===== src/rtl/mem_arbiter.sv =====
// Two-requester round-robin arbiter for a single-port 32-entry memory, with a
// bounded lock so one requester can complete an atomic read-modify-write.
module mem_arbiter #(
  parameter int unsigned WIDTH    = 32,
  parameter int unsigned LOCK_MAX = 4
) (
  input  logic                  clk,
  input  logic                  rst,
  input  logic [1:0]            req_valid,
  output logic [1:0]            req_ready,
  input  logic [1:0]            req_we,
  input  logic [1:0]            req_lock,
  input  logic [1:0][4:0]       req_addr,
  input  logic [1:0][WIDTH-1:0] req_wd,
  output logic [1:0]            rsp_valid,
  output logic [WIDTH-1:0]      rsp_rd,
  output logic                  mem_cs,
  output logic                  mem_we,
  output logic [4:0]            mem_addr,
  output logic [WIDTH-1:0]      mem_wd,
  input  logic [WIDTH-1:0]      mem_rd
);

  typedef enum logic {StArb, StLocked} state_e;

  localparam logic [3:0] LockLast = 4'(LOCK_MAX - 1);

  state_e           r_state, w_state_d;
  logic             r_owner, w_owner_d;
  logic             r_last_grant, w_last_grant_d;
  logic [3:0]       r_lock_cnt, w_lock_cnt_d;
  logic [1:0]       r_rsp_valid;
  logic [WIDTH-1:0] r_rsp_rd;

  logic w_grant;
  logic w_g;

  // Grant selection; suppressed while reset is held.
  always_comb begin
    w_grant = 1'b0;
    w_g     = 1'b0;
    if (!rst) begin
      unique case (r_state)
        StArb: begin
          unique case (req_valid)
            2'b01:   begin w_grant = 1'b1; w_g = 1'b0;          end
            2'b10:   begin w_grant = 1'b1; w_g = 1'b1;          end
            2'b11:   begin w_grant = 1'b1; w_g = ~r_last_grant; end
            default: ;
          endcase
        end
        StLocked: begin
          w_grant = req_valid[r_owner];
          w_g     = r_owner;
        end
      endcase
    end
  end

  always_comb begin
    req_ready = w_grant ? (2'b01 << w_g) : 2'b00;
    mem_cs    = w_grant;
    mem_we    = w_grant & req_we[w_g];
    mem_addr  = w_grant ? req_addr[w_g] : 5'd0;
    mem_wd    = w_grant ? req_wd[w_g] : '0;
  end

  always_comb begin
    w_state_d      = r_state;
    w_owner_d      = r_owner;
    w_last_grant_d = r_last_grant;
    w_lock_cnt_d   = r_lock_cnt;
    if (w_grant) w_last_grant_d = w_g;
    unique case (r_state)
      StArb: begin
        if (w_grant && req_lock[w_g]) begin
          w_state_d    = StLocked;
          w_owner_d    = w_g;
          w_lock_cnt_d = 4'd0;
        end
      end
      StLocked: begin
        w_lock_cnt_d = r_lock_cnt + 4'd1;
        if (r_lock_cnt == LockLast) begin
          // Forced release: the other requester wins the next tie.
          w_state_d      = StArb;
          w_last_grant_d = r_owner;
        end else if (w_grant && !req_lock[r_owner]) begin
          w_state_d = StArb;
        end
      end
    endcase
  end

  always_ff @(posedge clk or posedge rst) begin
    if (rst) begin
      r_state      <= StArb;
      r_owner      <= 1'b0;
      r_last_grant <= 1'b1;
      r_lock_cnt   <= 4'd0;
      r_rsp_valid  <= 2'b00;
      r_rsp_rd     <= '0;
    end else begin
      r_state      <= w_state_d;
      r_owner      <= w_owner_d;
      r_last_grant <= w_last_grant_d;
      r_lock_cnt   <= w_lock_cnt_d;
      if (w_grant) begin
        r_rsp_valid <= 2'b01 << w_g;
        r_rsp_rd    <= req_we[w_g] ? '0 : mem_rd;
      end else begin
        r_rsp_valid <= 2'b00;
      end
    end
  end

  assign rsp_valid = r_rsp_valid;
  assign rsp_rd    = r_rsp_rd;

endmodule


===== config.mk =====
export PLATFORM = sky130hd
export DESIGN_NAME = mem_arbiter
export DESIGN_NICKNAME = d
export VERILOG_FILES = /design/src/rtl/mem_arbiter.sv
export SDC_FILE = /design/constraint.sdc
export NUM_CORES = 1
export LEC_CHECK = 0
export BUFFER_PORTS_ARGS = -buffer_cell sky130_fd_sc_hd__buf_4
export CORE_MARGIN = 5
export CORE_UTILIZATION = 40
export CTS_CLUSTER_DIAMETER = 60
export DETAILED_ROUTE_END_ITERATION = 7
export GPL_ROUTABILITY_DRIVEN = 0
export PLACE_DENSITY = 0.8
export SLEW_MARGIN = 10
export SYNTH_ARGS = -nofsm -noshare
export SYNTH_HDL_FRONTEND = slang
export SYNTH_SLANG_ARGS = --single-unit

===== constraint.sdc =====
create_clock -name clk -period 4.9 [get_ports clk]
set_input_delay 1.225 -clock clk [delete_from_list [all_inputs] [get_ports clk]]
set_output_delay 1.225 -clock clk [all_outputs]
set_load 0.05 [all_outputs]

==> results of run 1 <==
## synthesized netlist by cell type (all sizes together), types with 2 or more instances
library cell	number
buf	14
nand3	40
inv	6
nor2b	4
dfrtp	40
mux2	2
o2111a	2
clkbuf	15
nand2b	2
o211a	2
nand2	71
a32oi	2
o21ai	73
a21oi	38
## worst paths after layout
kind | startpoint | endpoint | slack (ns) | cells after the start
worst min-delay path | rsp_rd[3] | rsp_rd[3] | 0.48 | 2
worst max register to register | r_state | rsp_rd[0] | 2.50 | 4
min in group asynchronous | rst | rsp_rd[12] | 1.78 | 3
worst min register to register | rsp_rd[3] | rsp_rd[3] | 0.48 | 2
worst max-delay path | req_valid[1] | mem_wd[17] | 0.78 | 6
max in group asynchronous | rst | r_last_grant | 2.76 | 3
## per-layer routing
layer | share of wire [%] | routed length (µm) | GRT usage, %
met1 | 36 | 3350 | 26.8
met2 | 50 | 4640 | 37.7
met3 | 12 | 1130 | 6.15
met4 | 1.5 | 141 | 6.59
met5 | 0 | 0 | 0
## report_power, final
group	leakage [nW]	total (W)	switching [W]	internal [W]
Clock	0.0395	0.000213	0.000112	0.000101
Combinational	1.39	0.00136	0.000952	0.000412
Sequential	0.533	0.000554	0.0000939	0.000461
Total	1.96	0.00213	0.00116	0.000974
## through the flow
stage          total power (W)  cells  util (%)
2_1_floorplan          0.00150    329         -
3_3_place_gp           0.00191    569      65.1
3_5_place_dp           0.00193    569      65.1
4_1_cts                0.00215    577      66.5
5_1_grt                0.00226    577      66.5
6_report               0.00213    577      66.5
## area by class of cell
type | count | share of cell area (%)
timing repair buffer | 194 | 36.6
multi-input combinational | 253 | 32.7
sequential | 41 | 25.8
tap | 75 | 2.36
clock buffer | 8 | 2.01
inverter | 6 | 0.566
## flip-flops by register name, indices dropped and copies added (netlist names)
signal / count
r_lock_cnt: 4
r_state: 1
rsp_rd: 32
rsp_valid: 2
r_owner: 1
r_last_grant: 1
## kinds of logic after synthesis
group,share of synthesized area (%)
DFF,41.4
AOI/OAI and AO/OA,28.5
buffers and inverters,6.01
muxes,1.31
adders and majority gates,0.505
and+or+nand+nor,22.3
## critical path, delay by kind of cell
family                 cells  cell delay, ns
AO/OA/AOI/OAI              2            0.67
buffers and inverters      3            0.70
multiplexers               1            0.28
==> run metrics, run 1 <==
status=complete, no violations; required time at the worst-slack endpoint=between 3 and 4 ns; sequential cell area fraction in the yosys report=around 41%; DR WL/cell=between 15 and 20 µm; Worst path most repeated cell=sky130_fd_sc_hd__buf_4; Crit Path Max Fanout=28; count of pins on the block boundary=about 190; #FFs+latches synth=~40; kind of start point of the critical path=input pin; most common cell after layout, fill and taps aside=sky130_fd_sc_hd__buf_4; count of final hold-check violations=0; final antenna-violating net count=0; commonest non-fill, non-tap cells in the layout=sky130_fd_sc_hd__buf_4 (194), sky130_fd_sc_hd__nand2_1 (71), sky130_fd_sc_hd__o21ai_0 (64); number of port buffers=around 190; number of enable-type register cells in the synthesized netlist=0; DRC viols=0; HPWL after detailed placement=approximately 7000 µm; Cell Pwr Density=535 nW/µm²; via count of the routed design=~3100; clock tree from TritonCTS=done; largest buffer count on any clock path=2; total of fill cells in the finished design=525; DIE AREA=just under 8000 µm²; TritonCTS buffer count=5; Worst-Skew Late Latency=just under 0.3 ns; effective utilization at floorplan=41.4%; Diodes inserted=0; setup fix buffers added after clock tree synthesis=0; synthesized area per cell=approximately 7.5 µm²; peak clock frequency supported by timing=~0.24 GHz; clock tree root driver cell=sky130_fd_sc_hd__clkbuf_8; number of antenna violations at the first check in global routing=0; async set-or-reset flop fraction in the synthesized netlist=100%; Setup TNS Final=0 ns; synthesized netlist net count=between 400 and 500; final worst slack=0.782 ns; proportion of layout cells with a drive suffix above 1=between 40% and 50%; Core Region=5990 µm²; overall routed net length=9270 µm; kind of critical path=in -> out; width of the die=between 80 and 90 µm; vias in the first global route=between 2000 and 3000; pin count of the biggest net entering global routing=44; critical path, cell by cell=buf_4 -> mux2_2 -> o21ai_4 -> buf_4 -> a21oi_1 -> buf_4; Final period util=a little over four fifths; clock sinks=41; post-route minimum period=4.12 ns; Register Area=just over 1000 µm²; Hold Crit Class=reg -> reg; standby leakage power=between 1.5 and 2 nW; distinct cell type count after synthesis=37; cell area after layout=3980 µm²; clock-pin slew of the registers on the worst-case setup and hold paths=0.07 ns; overall die height=approximately 89 µm; Final Max Tran Viols=0; final setup vio count=0; area occupied by multi-input gates=around 1300 µm²; layout overhead on the synthesized area=60.7%; Max-Slew Margin vs Limit=a little under 30%; Max Cap Viol=0; dominant cell type by area after synthesis=sky130_fd_sc_hd__dfrtp_1; number of standard cells after synthesis=329; final net count=616; slowest stage cell, crit path=sky130_fd_sc_hd__o21ai_4; Post-Route Skew=about 0.0020 ns; worst hold slack=between 0.4 and 0.5 ns; cells resized by post-CTS repair=0; Critical Path End Type=output pin; actual slew at the worst max-slew pin=about 1.1 ns; first-pass GRT wire length=~14000 µm; placed standard-cell area=3900 µm²; Max IR drop VDD=around 370 µV; GRT Util Overall=roughly 22%; Synth Warn #=0; cts-stage hold buffer count=0; cell types occupying the most area after synthesis=sky130_fd_sc_hd__dfrtp_1 (40%), sky130_fd_sc_hd__o21ai_0 (13%), sky130_fd_sc_hd__nand2_1 (11%), sky130_fd_sc_hd__nand3_1 (8.1%), sky130_fd_sc_hd__a21oi_1 (7.7%); count of H-tree levels built during CTS=2; remaining global-route overflow=0; Avg Vias per Cell=between 5 and 6; first-pass iteration count of the detailed router=6; Placement Setup Slack=between 0.7 and 0.8 ns; area of the mapped netlist=around 2500 µm²; dominant synthesized flop cell=sky130_fd_sc_hd__dfrtp_1; Critical Path Max Stage Delay=between 0.5 and 0.6 ns; # rows=28; violation count after the first detailed-routing iteration=97; top-area cell type share of the netlist area=roughly 40%; RSZ-0062 raised after global routing=false; CP arrival=about 2.9 ns
No activity file was read; power rests on OpenSTA's default activity.
==> run 2: changes to the inputs <==
Clock period 4.9 ns to 4.15 ns, I/O delays scaled along.
==> run metrics, run 2 (synthesis results as in run 1) <==
CP arrival=2.40 ns (-0.49 ns); largest buffer count on any clock path=2 (unchanged); violation count after the first detailed-routing iteration=93 (-4.1%); Final period util=between 80 and 90%; clock tree root driver cell=sky130_fd_sc_hd__clkbuf_8; final setup vio count=0 (unchanged); Post-Route Skew=0.00192 ns (-0.0000432 ns); kind of start point of the critical path=input pin; first-pass iteration count of the detailed router=4 (-2); met1 GRT Util=26.2% (-0.65 points); Hold Crit Class=reg -> reg; via count of the routed design=3093 (+0.45%); slowest stage cell, crit path=sky130_fd_sc_hd__o21ai_4; RSZ-0062 raised after global routing=false; width of the die=88.7 µm (unchanged); first-pass GRT wire length=13700 µm (-1.1%); count of H-tree levels built during CTS=2 (unchanged); Placement Setup Slack=0.322 ns (-0.456 ns); Max-Slew Margin vs Limit=59.2% (+30 points); Final Core Density=67.0% (+0.56 points); most common cell after layout, fill and taps aside=sky130_fd_sc_hd__buf_4; final net count=618 (+0.32%); count of pins on the block boundary=189 (unchanged); effective utilization at floorplan=41.4% (unchanged); DIE AREA=7870 µm² (unchanged); cts-stage hold buffer count=0 (unchanged); count of final hold-check violations=0 (unchanged); proportion of layout cells with a drive suffix above 1=42.1% (+0.51 points); setup fix buffers added after clock tree synthesis=0 (unchanged); highest-utilization routing layer at the global route stage=met2; critical path, cell by cell=buf_4 -> mux2_2 -> o21ai_4 -> buf_12 -> a21oi_1 -> buf_4; final worst slack=0.709 ns (-0.0725 ns); overall die height=88.7 µm (unchanged); Core Region=5990 µm² (unchanged); GRT Util Overall=21.6% (-0.36 points); fraction of met2 tracks used by global routing=36.6% (-1.1 points); Max Cap Viol=0 (unchanged); clock-pin slew of the registers on the worst-case setup and hold paths=0.07 ns (about the same); actual slew at the worst max-slew pin=0.611 ns (-0.452 ns); Cell Pwr Density=633 nW/µm² (+18%); remaining global-route overflow=0 (unchanged); number of port buffers=188 (unchanged); peak clock frequency supported by timing=around 0.29 GHz; Max IR drop VDD=416 µV (+14%); Worst path most repeated cell=sky130_fd_sc_hd__buf_4; Avg Vias per Cell=5.35 (+0.28%); kind of critical path=in -> out; DRC viols=0 (unchanged); commonest non-fill, non-tap cells in the layout=sky130_fd_sc_hd__buf_4 (195), sky130_fd_sc_hd__nand2_1 (71), sky130_fd_sc_hd__o21ai_0 (64); clock sinks=41 (unchanged); Crit Path Max Fanout=35 (+25%); required time at the worst-slack endpoint=3.11 ns (-0.56 ns); number of antenna violations at the first check in global routing=0 (unchanged); Final Max Tran Viols=0 (unchanged); met3 track demand over resource in global routing=7.36% (+1.2 points); Critical Path Max Stage Delay=0.40 ns (-0.19 ns); max reg flops=32 (unchanged); post-route minimum period=3.44 ns; Diodes inserted=0 (unchanged); Critical Path End Type=output pin; # rows=28 (unchanged); worst hold slack=0.483 ns (-0.000740 ns); overall routed net length=9200 µm (-0.68%); HPWL after detailed placement=6850 µm (-1.8%); Worst-Skew Late Latency=0.28 ns (about the same); vias in the first global route=2892 (+1.9%); total instance count after detailed placement=570 (+0.18%); status=complete, no violations; DR WL/cell=15.9 µm (-0.85%); final cell count without fillers=578 (+0.17%); pin count of the biggest net entering global routing=49 (+11%); clock tree from TritonCTS=done; cells resized by post-CTS repair=0 (unchanged); Setup TNS Final=0 ns (unchanged); final antenna-violating net count=0 (unchanged); layout overhead on the synthesized area=62.0%; TritonCTS buffer count=5 (unchanged); standby leakage power=1.98 nW (+1.0%)
[run 2: path summary, 6_finish.rpt]
kind / start / end / slack (ns) / cells past startpoint
max in group asynchronous: rst / r_last_grant / 2.34 / 3
worst max-delay path: req_valid[1] / mem_addr[4] / 0.71 / 6
worst min register to register: rsp_rd[3] / rsp_rd[3] / 0.48 / 2
worst min-delay path: rsp_rd[3] / rsp_rd[3] / 0.48 / 2
worst max register to register: r_state / r_state / 1.81 / 7
min in group asynchronous: rst / rsp_rd[31] / 1.49 / 3
[run 2: cell type report]
cell class	count	area (µm²)
fillers	515	1970
flip-flops and latches	41	1030
clock buffers	7	86.3
inverters	6	22.5
well taps	75	93.8
repair buffers	196	1480
multi-input cells	253	1300
[run 2: layer usage]
layer | part of all wire, % | up-vias
met5 | 0 | -
met4 | 1.7 | 0
met3 | 12 | 15
met2 | 48 | 131
met1 | 38 | 1453
li1 | - | 1494
[run 2: through the flow]
stage          cell area, µm²  power [W]
6_report                 4020    0.00254
3_3_place_gp             3910    0.00225
3_5_place_dp             3910    0.00228
2_1_floorplan            2480    0.00177
4_1_cts                  4000    0.00254
5_1_grt                  4020    0.00269
[run 2: where the power goes]
part | internal [W] | switching, W | leakage [nW]
Sequential | 0.000544 | 0.000113 | 0.533
Combinational | 0.000497 | 0.00113 | 1.40
Clock | 0.000132 | 0.000129 | 0.0443
[run 2: worst max-delay path, delay by kind of cell]
| family | cells | cell delay [ns] |
|---|---|---|
| buf+inv | 3 | 0.59 |
| mux | 1 | 0.28 |
| compound gates | 2 | 0.48 |
